$ cat src/rtl/sg_pkg.sv
// Shared defaults and helpers for the scan-able valid/ready register pipe.
package sg_pkg;

  localparam int DEF_WIDTH = 8;
  localparam int DEF_DEPTH = 4;
  localparam logic [63:0] DEF_RST_VAL = 64'h0;

  // Per-stage action chosen for the next rising edge (reset is handled separately).
  typedef enum logic [1:0] {
    STAGE_HOLD = 2'd0,
    STAGE_LOAD = 2'd1,
    STAGE_SCAN = 2'd2
  } stage_mode_e;

  // One valid bit plus WIDTH data bits per stage are threaded onto the scan chain.
  function automatic int scan_chain_len(input int width, input int depth);
    return depth * (width + 1);
  endfunction

  localparam int DEF_CHAIN_LEN = DEF_DEPTH * (DEF_WIDTH + 1);

endpackage

$ cat src/rtl/dffr_stage_sg.sv
// One pipe stage: a valid flop and WIDTH data flops with load/hold/scan muxing
// and a synchronous active-low reset.
module dffr_stage_sg
  import sg_pkg::*;
#(
  parameter int               WIDTH   = DEF_WIDTH,
  parameter logic [WIDTH-1:0] RST_VAL = '0
) (
  input  logic             clk,
  input  logic             rst_n,
  input  logic             scan_en,
  input  logic             scan_in,
  input  logic             up_valid,
  input  logic [WIDTH-1:0] up_data,
  input  logic             rdy,
  output logic             v,
  output logic [WIDTH-1:0] d
);

  stage_mode_e mode;

  // Scan wins over the handshake; otherwise the stage moves only when downstream has room.
  always_comb begin
    mode = STAGE_HOLD;
    if (scan_en) begin
      mode = STAGE_SCAN;
    end else if (rdy) begin
      mode = STAGE_LOAD;
    end
  end

  // State update: data only captured with a valid word, so bubbles never toggle d.
  always_ff @(posedge clk) begin
    if (!rst_n) begin
      v <= 1'b0;
      d <= RST_VAL;
    end else begin
      case (mode)
        STAGE_LOAD: begin
          v <= up_valid;
          if (up_valid) begin
            d <= up_data;
          end
        end
        STAGE_SCAN: begin
          v <= scan_in;
          d <= WIDTH'({d, v});
        end
        default: begin
          v <= v;
          d <= d;
        end
      endcase
    end
  end

endmodule

$ cat src/rtl/dffr_pipe_sg.sv
// DEPTH-stage valid/ready register pipe with bubble collapsing and a full scan chain.
module dffr_pipe_sg
  import sg_pkg::*;
#(
  parameter int               WIDTH   = DEF_WIDTH,
  parameter int               DEPTH   = DEF_DEPTH,
  parameter logic [WIDTH-1:0] RST_VAL = WIDTH'(DEF_RST_VAL)
) (
  input  logic             CP,
  input  logic             RN,
  input  logic             SE,
  input  logic             SI,
  output logic             SO,
  input  logic             IN_VALID,
  output logic             IN_READY,
  input  logic [WIDTH-1:0] D,
  output logic             OUT_VALID,
  input  logic             OUT_READY,
  output logic [WIDTH-1:0] Q
);

  logic [DEPTH-1:0] v;
  logic [DEPTH-1:0] rdy;
  logic [WIDTH-1:0] d [DEPTH];

  // Stage i may move when any stage from i to the end is empty or the sink is taking Q;
  // expanded from v directly so the ready chain has no self-referencing vector.
  always_comb begin
    logic acc;
    acc = 1'b0;
    for (int i = 0; i < DEPTH; i++) begin
      acc = OUT_READY;
      for (int j = i; j < DEPTH; j++) begin
        acc = acc | ~v[j];
      end
      rdy[i] = acc;
    end
  end

  for (genvar i = 0; i < DEPTH; i++) begin : g_stage
    logic             up_valid;
    logic             scan_in;
    logic [WIDTH-1:0] up_data;

    if (i == 0) begin : g_first
      assign up_valid = IN_VALID;
      assign up_data  = D;
      assign scan_in  = SI;
    end else begin : g_rest
      assign up_valid = v[i-1];
      assign up_data  = d[i-1];
      assign scan_in  = d[i-1][WIDTH-1];
    end

    dffr_stage_sg #(
      .WIDTH   (WIDTH),
      .RST_VAL (RST_VAL)
    ) u_stage (
      .clk      (CP),
      .rst_n    (RN),
      .scan_en  (SE),
      .scan_in  (scan_in),
      .up_valid (up_valid),
      .up_data  (up_data),
      .rdy      (rdy[i]),
      .v        (v[i]),
      .d        (d[i])
    );
  end

  // Handshake outputs are masked during scan so no transfer can happen mid-shift.
  always_comb begin
    IN_READY  = rdy[0] & ~SE;
    OUT_VALID = v[DEPTH-1] & ~SE;
    Q         = d[DEPTH-1];
    SO        = d[DEPTH-1][WIDTH-1];
  end

endmodule

$ cat config.mk
export PLATFORM = sky130hd
export DESIGN_NAME = dffr_pipe_sg
export DESIGN_NICKNAME = d
export VERILOG_FILES = /design/src/rtl/sg_pkg.sv /design/src/rtl/dffr_stage_sg.sv /design/src/rtl/dffr_pipe_sg.sv
export SDC_FILE = /design/constraint.sdc
export NUM_CORES = 1
export LEC_CHECK = 0
export CORE_MARGIN = 5
export CORE_UTILIZATION = 39
export DETAILED_ROUTE_END_ITERATION = 10
export PLACE_DENSITY_LB_ADDON = 0.25
export SYNTH_ARGS = -nofsm -noshare
export SYNTH_HDL_FRONTEND = slang
export SYNTH_HIERARCHICAL = 1
export SYNTH_SLANG_ARGS = --single-unit
$ cat constraint.sdc
create_clock -name CP -period 1.8 [get_ports CP]
set_clock_uncertainty 0.05 [all_clocks]
set_input_delay 0.18 -clock CP [delete_from_list [all_inputs] [get_ports CP]]
set_output_delay 0.18 -clock CP [all_outputs]
set_load 0.01 [all_outputs]
# After elaboration in Yosys (flattened, before gate mapping)
# Index checks and enable logic that the tools add are counted.
dict set report op_classes {
  reduce_logical 8
  bitwise 17
  muxes 20
  eq_ne 12
}
# operator count
set ops {}
lappend ops {{$pmux 8 s2} 4}
lappend ops {{$mux 8} 4}
lappend ops {{$or 1x1->1} 10}
lappend ops {{$eq 2x1->1 const B} 4}
lappend ops {{$eq 2x2->1 const B} 4}
lappend ops {{$mux 2} 4}
lappend ops {{$ne 2x2->1 const B} 4}
lappend ops {{$pmux 1 s2} 4}
lappend ops {{$reduce_and 2->1} 4}
lappend ops {{$reduce_bool 2->1} 4}
lappend ops {{$not 1->1} 5}
lappend ops {{$mux 1} 4}
lappend ops {{$and 1x1->1} 2}
dict set report totals {
  input_bits 14
  out_inout_bits 11
  ff_bits 36
  elab_cells 65
}

# Longest topological paths before layout
dict set report depth {
  word_depth 10
  mapped_depth 5
  mapped_depth_nobuf 4
}

# By module
# The synthesis kept the hierarchy.
# module seq_area_each_um2 cells_per_inst area_each_um2 instances
set modules_own_cells {}
lappend modules_own_cells {dffr_stage_sg 180.2 48 495.5 4}
lappend modules_own_cells {dffr_pipe_sg 0.0 8 62.6 1}

# Worst setup path after synthesis
# No wires, ideal clock.
dict set report synth_path {
  path_type {register to register}
  from {register g_stage[2].u_stage.v}
  to {register g_stage[0].u_stage.d[6]}
  stages_incl_launch_ff 5
  n_path_buf 1
  required_ps 1628
  arrival_ps 1373
  slack_ps 255
  synth_period_minus_slack_ps 1545
  setup_ps 122
  path_cell_list {dfxtp_1 nand4_1 buf_6 and3_2 o311a_1}
}
dict set report synth_between {
  elab_chain_cells 8
  word_cells_on_any_way 11
  classes_between {eq/ne: 3; mux: 3; bitwise: 3; reduce/logical: 2}
}
# element line_no
set synth_rtl {}
lappend synth_rtl {{start: declaration} dffr_stage_sg.sv:16} ;# output logic v,
lappend synth_rtl {{start signal: assignment} dffr_stage_sg.sv:40} ;# v <= up_valid;
lappend synth_rtl {{start signal: assignment} dffr_stage_sg.sv:46} ;# v <= scan_in;
lappend synth_rtl {{start signal: assignment} dffr_stage_sg.sv:50} ;# v <= v;
lappend synth_rtl {{$not 1->1 (*)} dffr_pipe_sg.sv:34} ;# acc = acc | ~v[j];
lappend synth_rtl {{$or 1x1->1 (*) (2 in a row)} dffr_pipe_sg.sv:34}
lappend synth_rtl {{via rdy[0]} dffr_pipe_sg.sv:23} ;# logic [DEPTH-1:0] rdy;
lappend synth_rtl {{$mux 1 (*)} dffr_stage_sg.sv:27} ;# end else if (rdy) begin
lappend synth_rtl {{$mux 2 (*)} dffr_stage_sg.sv:25} ;# if (scan_en) begin
lappend synth_rtl {{$eq 2x1->1 / $eq 2x2->1 (equally long branches)} dffr_stage_sg.sv:38} ;# case (mode)
lappend synth_rtl {{$ne 2x2->1 (no source line) / $reduce_bool 2->1 (equally long branches)} n/a}
lappend synth_rtl {{$reduce_and 2->1 (no source line)} n/a}
lappend synth_rtl {{end signal: assignment} dffr_stage_sg.sv:42} ;# d <= up_data;
lappend synth_rtl {{end signal: assignment} dffr_stage_sg.sv:47} ;# d <= WIDTH'({d, v});
lappend synth_rtl {{end: declaration} dffr_stage_sg.sv:17} ;# output logic [WIDTH-1:0] d
# The timed path passes the listed nets; every way through them passes the cells marked *.
# A chain may end at the register's enable or synchronous reset.

# Worst setup path after layout
dict set report layout_path {
  from {register g_stage[3].u_stage.v}
  to {register g_stage[2].u_stage.d[0]}
}
dict set report layout_between {
  elab_chain_cells 7
  word_cells_on_any_way 10
  classes_between {eq/ne: 3; mux: 3; bitwise: 2; reduce/logical: 2}
}
# element line_no
set layout_rtl {}
lappend layout_rtl {{start: declaration} dffr_stage_sg.sv:16}
lappend layout_rtl {{start signal: assignment} dffr_stage_sg.sv:40}
lappend layout_rtl {{start signal: assignment} dffr_stage_sg.sv:46}
lappend layout_rtl {{start signal: assignment} dffr_stage_sg.sv:50}
lappend layout_rtl {{$not 1->1 (*)} dffr_pipe_sg.sv:34}
lappend layout_rtl {{$or 1x1->1 (*)} dffr_pipe_sg.sv:34}
lappend layout_rtl {{via rdy[2]} dffr_pipe_sg.sv:23}
lappend layout_rtl {{$mux 1 (*)} dffr_stage_sg.sv:27}
lappend layout_rtl {{$mux 2 (*)} dffr_stage_sg.sv:25}
lappend layout_rtl {{$eq 2x1->1 / $eq 2x2->1 (equally long branches)} dffr_stage_sg.sv:38}
lappend layout_rtl {{$ne 2x2->1 (no source line) / $reduce_bool 2->1 (equally long branches)} n/a}
lappend layout_rtl {{$reduce_and 2->1 (no source line)} n/a}
lappend layout_rtl {{end signal: assignment} dffr_stage_sg.sv:42}
lappend layout_rtl {{end signal: assignment} dffr_stage_sg.sv:47}
lappend layout_rtl {{end: declaration} dffr_stage_sg.sv:17}
# Marked as above.

==> results.yml <==
final_layout:
  area.sequential_sq_um: 721
  final_instance_area_sq_um: 2460
  area.growth.synth_to_final_pct: 20.2
  post_layout_net_count: 242
  footprint_of_the_multi_input_gates_sq_um: 1190
  insertedDiodeCount: 0
  fill_cells: 505
  instances_no_fill: 299
  drive_gt1_frac: 0.275
detailed_routing:
  first_iter_violations: 106
  routed_via_density: 5.41
  drc_errors: 0
  final_antenna_violating_net_count: 0
  detail_route.first_pass.iterations: 4
  detail_route.wirelength_um: 4360
  routed_wire_length_per_instance_um: 14.6
  vias: 1618
timing:
  maxSlewViolCount: 0
  fin_setup_tns_ns: 0
  setup_violations: 0
  timing.fmax_mhz: 652
  final_worst_setup_slack_ns: 0.267
  finalCritPeriodShare: 0.852
  timing_hold_violations_final: 0
  timing_worst_slew_pin_value_ns: 0.524
  period_needed_ns: 1.53
  relSlewSlack: 0.651
  setup_repair_after_global_routing_missed_its_margin: "false"
logic_synthesis:
  count_of_yosys_warnings_during_synthesis: 6
  fraction_of_the_mapped_netlist_area_in_simple_logic_gates: 0.242
  post_synth_num_cell_types: 20
  number_of_flops_mapped_to_enable_cells_by_yosys: 0
  yosys.area_share.xor_xnor: 0
  netlist_top_cells_count: "dfxtp_1, nand2b_1, o311a_1"
  synth_largest_area_cell: "dfxtp_1"
  synthesis.area_sq_um: 2040
  postSynthCellCount: 200
  postSynth.topFlopCell: "dfxtp_1"
  largest_family_of_logic_cells_by_synthesized_area: "compound AO/OA/AOI/OAI gates"
  ys_ff_latch: 36
  ys_async_sr_fraction: 0
  synth-adder-area-share: 0
  yosys-top-cells-area: "dfxtp_1, o311a_1, nand2b_1, and3_2, a21boi_1"
  sequential_area_share_after_synthesis: 0.353
  syn-num-nets: 214
  synthDominantCellAreaShare: 0.353
  postSynthAreaPerCell_sq_um: 10.2
  synth_compound_area_frac: 0.316
  synth.mux.area_fraction: 0.0220
floorplanning:
  pin_count: 25
  initial_core_utilization: 0.400
  floorplan.die.height_um: 82.4
  placeableCoreArea_sq_um: 5110
  num_rows: 26
  die-area_sq_um: 6790
  dieWidth_um: 82.4
critical_path:
  ff2ff_setup_slack_ns: 0.27
  timing.critical_path.required_ns: 1.92
  timing.rr.start: "g_stage[3].u_stage/v"
  worstPathArrival_ns: 1.65
  max_fo_critical_path: 13
  critical_path.n_buffers_inverters: 0
  r2r.worst_path.cells: 4
  cpLargestDelayFamily: "simple AND/OR/NAND/NOR gates"
  worstPathCellList: "nor2b_4 > nand2_1 > and3_2 > o311a_1"
  reg2reg_to: "g_stage[2].u_stage/d[0]"
  setup.worst_path.start_class: "flop"
  path_class: "reg -> reg"
  cpMaxStageDelayCell: "dfxtp_1"
  worstSetupEndpointType: "flop"
  critical_path.max_stage_delay_ns: 0.35
power_and_ir_drop:
  cellPowerDensity_nw_per_um2: 729
  vdd_ir_drop_max_mv: 0.394
  p_total_mw: 1.79
  leakage_nw: 1.15
cts:
  clk_pin_slew_ns: 0.07
  ctsLongestPathBuffers: 2
  tritoncts: "built"
  clock-sinks: 36
  clock_latency_ns: 0.28
  cts-root-buf: "clkbuf_8"
  tritoncts.num_buffers: 5
  cts_hold_repair.buffers: 0
  htree_num_levels: 2
place:
  detailed_place.area_sq_um: 2360
  pre_cts_ws_ns: 0.0140
  post-place-cells: 291
  numPortBuffers: 24
  dp_hpwl_um: 2840
  routabilityCongestion: 0.714
grt:
  grt_max_degree: 55
  first_global_vias: 1508
  gr-total-overflow: 0
  global_route_wire_length_before_repair_um: 7540
  initial_antenna_violation_count: 0
  grt.total_usage: 0.144
worst_hold_path:
  hold_path.class: "in -> reg"
  worst_hold_path.endpoint: "g_stage[0].u_stage/v"
  hold_path_startpoint: "SE"
  worst_hold_path.num_cells: 3
flow_run:
  drv_cap: 0
outcome:
  outcome: "complete, no violations"
layout by cell type (no fill, tap or decap):
master	netlist	final
dfxtp_1	36	36
o311a_1	32	32
buf_2	4	1
mux2_2	4	4
o211a_1	4	4
and3_2	28	28
nand3_1	1	1
dlymetal6s2s_1	0	1
a41oi_2	1	1
nand2_1	1	1
nor2b_1	1	1
clkbuf_8	0	6
and3_1	4	4
a21boi_1	24	24
a21boi_2	8	8
nand4_1	1	1
clkbuf_1	0	2
nand2b_1	36	36
inv_1	1	1
nor2b_4	1	1
buf_4	1	12
clkdlybuf4s50_1	0	22
buf_12	0	2
metrics by stage:
| stage | hold slack [ns] | util |
|---|---|---|
| global route | 0.435 | 0.481 |
| CTS | 0.404 | 0.481 |
| finish | 0.411 | 0.481 |
| global placement | 0.527 | 0.463 |
| detailed placement | 0.530 | 0.463 |
| floorplan | 0.322 | - |
cells by family (layout without fill, tap and decap cells):
| group | Yosys count | count (layout) |
|---|---|---|
| compound gates | 69 | 69 |
| buf+inv | 18 | 47 |
| flops | 36 | 36 |
| mux | 4 | 4 |
| simple gates | 73 | 73 |
timing repair:
item / in CTS / in global routing
resized for setup: 0 / 1
buffers inserted: 0 / 0
hold endpoints to repair: 0 / 0
endpoints found under the setup margin: 0 / 1
power by group:
part	switching [mW]	internal [mW]	total, mW
Sequential	0.0374	0.851	0.889
Clock	0.276	0.312	0.588
Combinational	0.134	0.181	0.315
Total	0.447	1.34	1.79
layout make-up:
| class | count | share of cell area |
|---|---|---|
| Sequential cell | 36 | 0.293 |
| Multi-Input combinational cell | 146 | 0.483 |
| Timing Repair Buffer | 38 | 0.150 |
| Clock buffer | 8 | 0.0367 |
| Tap cell | 70 | 0.0356 |
| Inverter | 1 | 0.00153 |
how the worst max path moves through the flow:
stage / startpoint / endpoint / depth (start not counted)
after detailed placement: OUT_READY / g_stage[2].u_stage/d[0] / 5
after global placement: OUT_READY / g_stage[2].u_stage/d[0] / 5
after CTS: g_stage[3].u_stage/v / IN_READY / 3
after global routing: g_stage[3].u_stage/v / g_stage[2].u_stage/d[0] / 4
after floorplan: g_stage[2].u_stage/v / g_stage[0].u_stage/d[6] / 4
final: g_stage[3].u_stage/v / g_stage[2].u_stage/d[0] / 4
flip-flops by register name, summed over array words and instances, names as in the netlist:
| signal | cells |
|---|---|
| g_stage.u_stage/d | 32 |
| g_stage.u_stage/v | 4 |
layer usage:
layer  global-route usage  vias up  wire, um
li1                     -      824         -
met1                0.202      768      2230
met2                0.216       22      1920
met3               0.0293        4       159
met4               0.0548        0        53
met5                    0        -         0
tightest hold or removal path, stage by stage:
cell and delay (ns):
buf_2 0.12, buf_4 0.23, o211a_1 0.18
No activity file was read; power rests on OpenSTA's default activity.
==> patch, RTL diff (config.mk and constraints unchanged) <==
The package constant `DEF_WIDTH` goes from 8 to 9.
--- a/src/rtl/sg_pkg.sv
+++ b/src/rtl/sg_pkg.sv
@@ -1,7 +1,7 @@
 // Shared defaults and helpers for the scan-able valid/ready register pipe.
 package sg_pkg;
 
-  localparam int DEF_WIDTH = 8;
+  localparam int DEF_WIDTH = 9;
   localparam int DEF_DEPTH = 4;
   localparam logic [63:0] DEF_RST_VAL = 64'h0;
 
Ports: changed (resized D and Q); port bits go from 25 to 27. The function was not compared with the original's and may differ.
==> patch against the original RTL <==
Synthesized cell count increased by 12%. Largest power group unchanged. Clock power increased by 6.3%. Sequential share of layout area grew 0.36 points. Area after synthesis up 10%. Wire length rose by 11%. Power grew 9.3%. Design area grew 9.8%. Sequential cell count increased by 4. Setup slack worse by 31 ps. Highest routed layer unchanged. Utilization up 0.58 points. Non-clock buffer count is 3 higher.
==> patch: results (changes against the original RTL) <==
metric;value;unit;change
status;finished, final reports clean;;
largest net degree at the start of global routing;41;;-25%
met3 WL post-DR;160;um;+0.63%
clk root buf;clkbuf_8;;
Unique masters post-synth;19;;-5.0%
number of multi-input logic gates;162;;+11%
met2 wire length;2220;um;+16%
register bit total from synthesis;40;;+11%
nonclk buf count;41;;+7.9%
layout cells sized above 1;27.8;%;+0.27 points
pre-CTS setup slack;-7.93;ps;-21.9 ps
first-pass GRT wire length;8380;um;+11%
Worst Tran Pin Value;386;ps;-139 ps
Buffers on Ports;26;;+8.3%
Worst Path Arrival;1700;ps;+50 ps
Pwr Density;726;nW/um^2;-0.46%
Layout clock area frac;3.43;%;-0.23 points
Seq/Total Area, Yosys;35.6;%;+0.34 points
Max H-tree Level;2;;unchanged
Net count, final;266;;+9.9%
Seq/total area;29.7;%;+0.36 points
DP Area;2600;um^2;+10%
routed length per instance;15.0;um;+2.5%
async set-reset flop share out of synthesis;0;%;unchanged
drt via density;5.52;;+2.0%
Mean Syn Cell Area;10.0;um^2;-1.8%
FILL cells;522;;+3.4%
met3 GRT Util;2.88;%;-0.047 points
Leakage Power;0.00127;uW;+11%
Post-synth top cells;dfxtp_1 (40), nand2b_1 (40), and3_2 (36), o311a_1 (36), a21boi_1 (32);;
met1 usage;19.0;%;-1.3 points
Worst path max stage delay;360;ps;
DRT iter0 DRCs;101;;-4.7%
Worst IR Drop VDD;366;uV;-7.2%
syn_nets;239;;+12%
Non-Clock Buffer Area Fraction;15.1;%;+0.15 points
via count;1788;;+11%
synth top area cells;dfxtp_1 (36%), o311a_1 (16%), and3_2 (12%);;
GPL Wtd Cong;0.767;;+7.4%
CTS clk-pin slew, worst paths;80;ps;
fraction of area in multi-input gates;48.3;%;about the same
Hold Path Class;input pin to flop;;
yosys warns;6;;unchanged
All-Layer GR Usage;13.9;%;-0.51 points
Max Fanout on Critical Path;13;;unchanged
post-DP HPWL;3180;um;+12%
met1 WL;2400;um;+7.4%
vias in the first global route;1693;;+12%
biggest regs;g_stage.u_stage/d x36, g_stage.u_stage/v x4;;
met2 usage;21.9;%;+0.38 points
placed insts;316;;+8.6%
# clk buffers;6;;-2
deepest clock path buffer count;2;;unchanged
Post-synth top flop;dfxtp_1;;
patch: where the power goes:
part	switching (uW)	internal [uW]	leakage (uW)
Sequential	41.9	945	0.000331
Clock	319	306	0.0000510
Combinational	147	199	0.000888
Total	508	1450	0.00127
patch: worst paths after layout:
| kind | to | slack [ps] | from |
|---|---|---|---|
| setup reg to reg | g_stage[2].u_stage/d[3] | 240 | g_stage[3].u_stage/v |
| setup / recovery | g_stage[2].u_stage/d[3] | 240 | g_stage[3].u_stage/v |
| hold / removal | g_stage[3].u_stage/v | 390 | SE |
| hold reg to reg | g_stage[2].u_stage/d[7] | 550 | g_stage[2].u_stage/d[6] |
patch: cell families after synthesis:
kind of cell	count (synthesis)	synth area share, %
flip-flops	40	35.6
AND/OR/NAND/NOR	81	24.7
multiplexers	4	2.00
buffers and inverters	22	6.51
AO/OA/AOI/OAI	77	31.2
patch: timing repair:
item / CTS / global route
endpoints found under the setup margin: 0 / 1
resized for setup: 0 / 1
hold endpoints to repair: 0 / 0
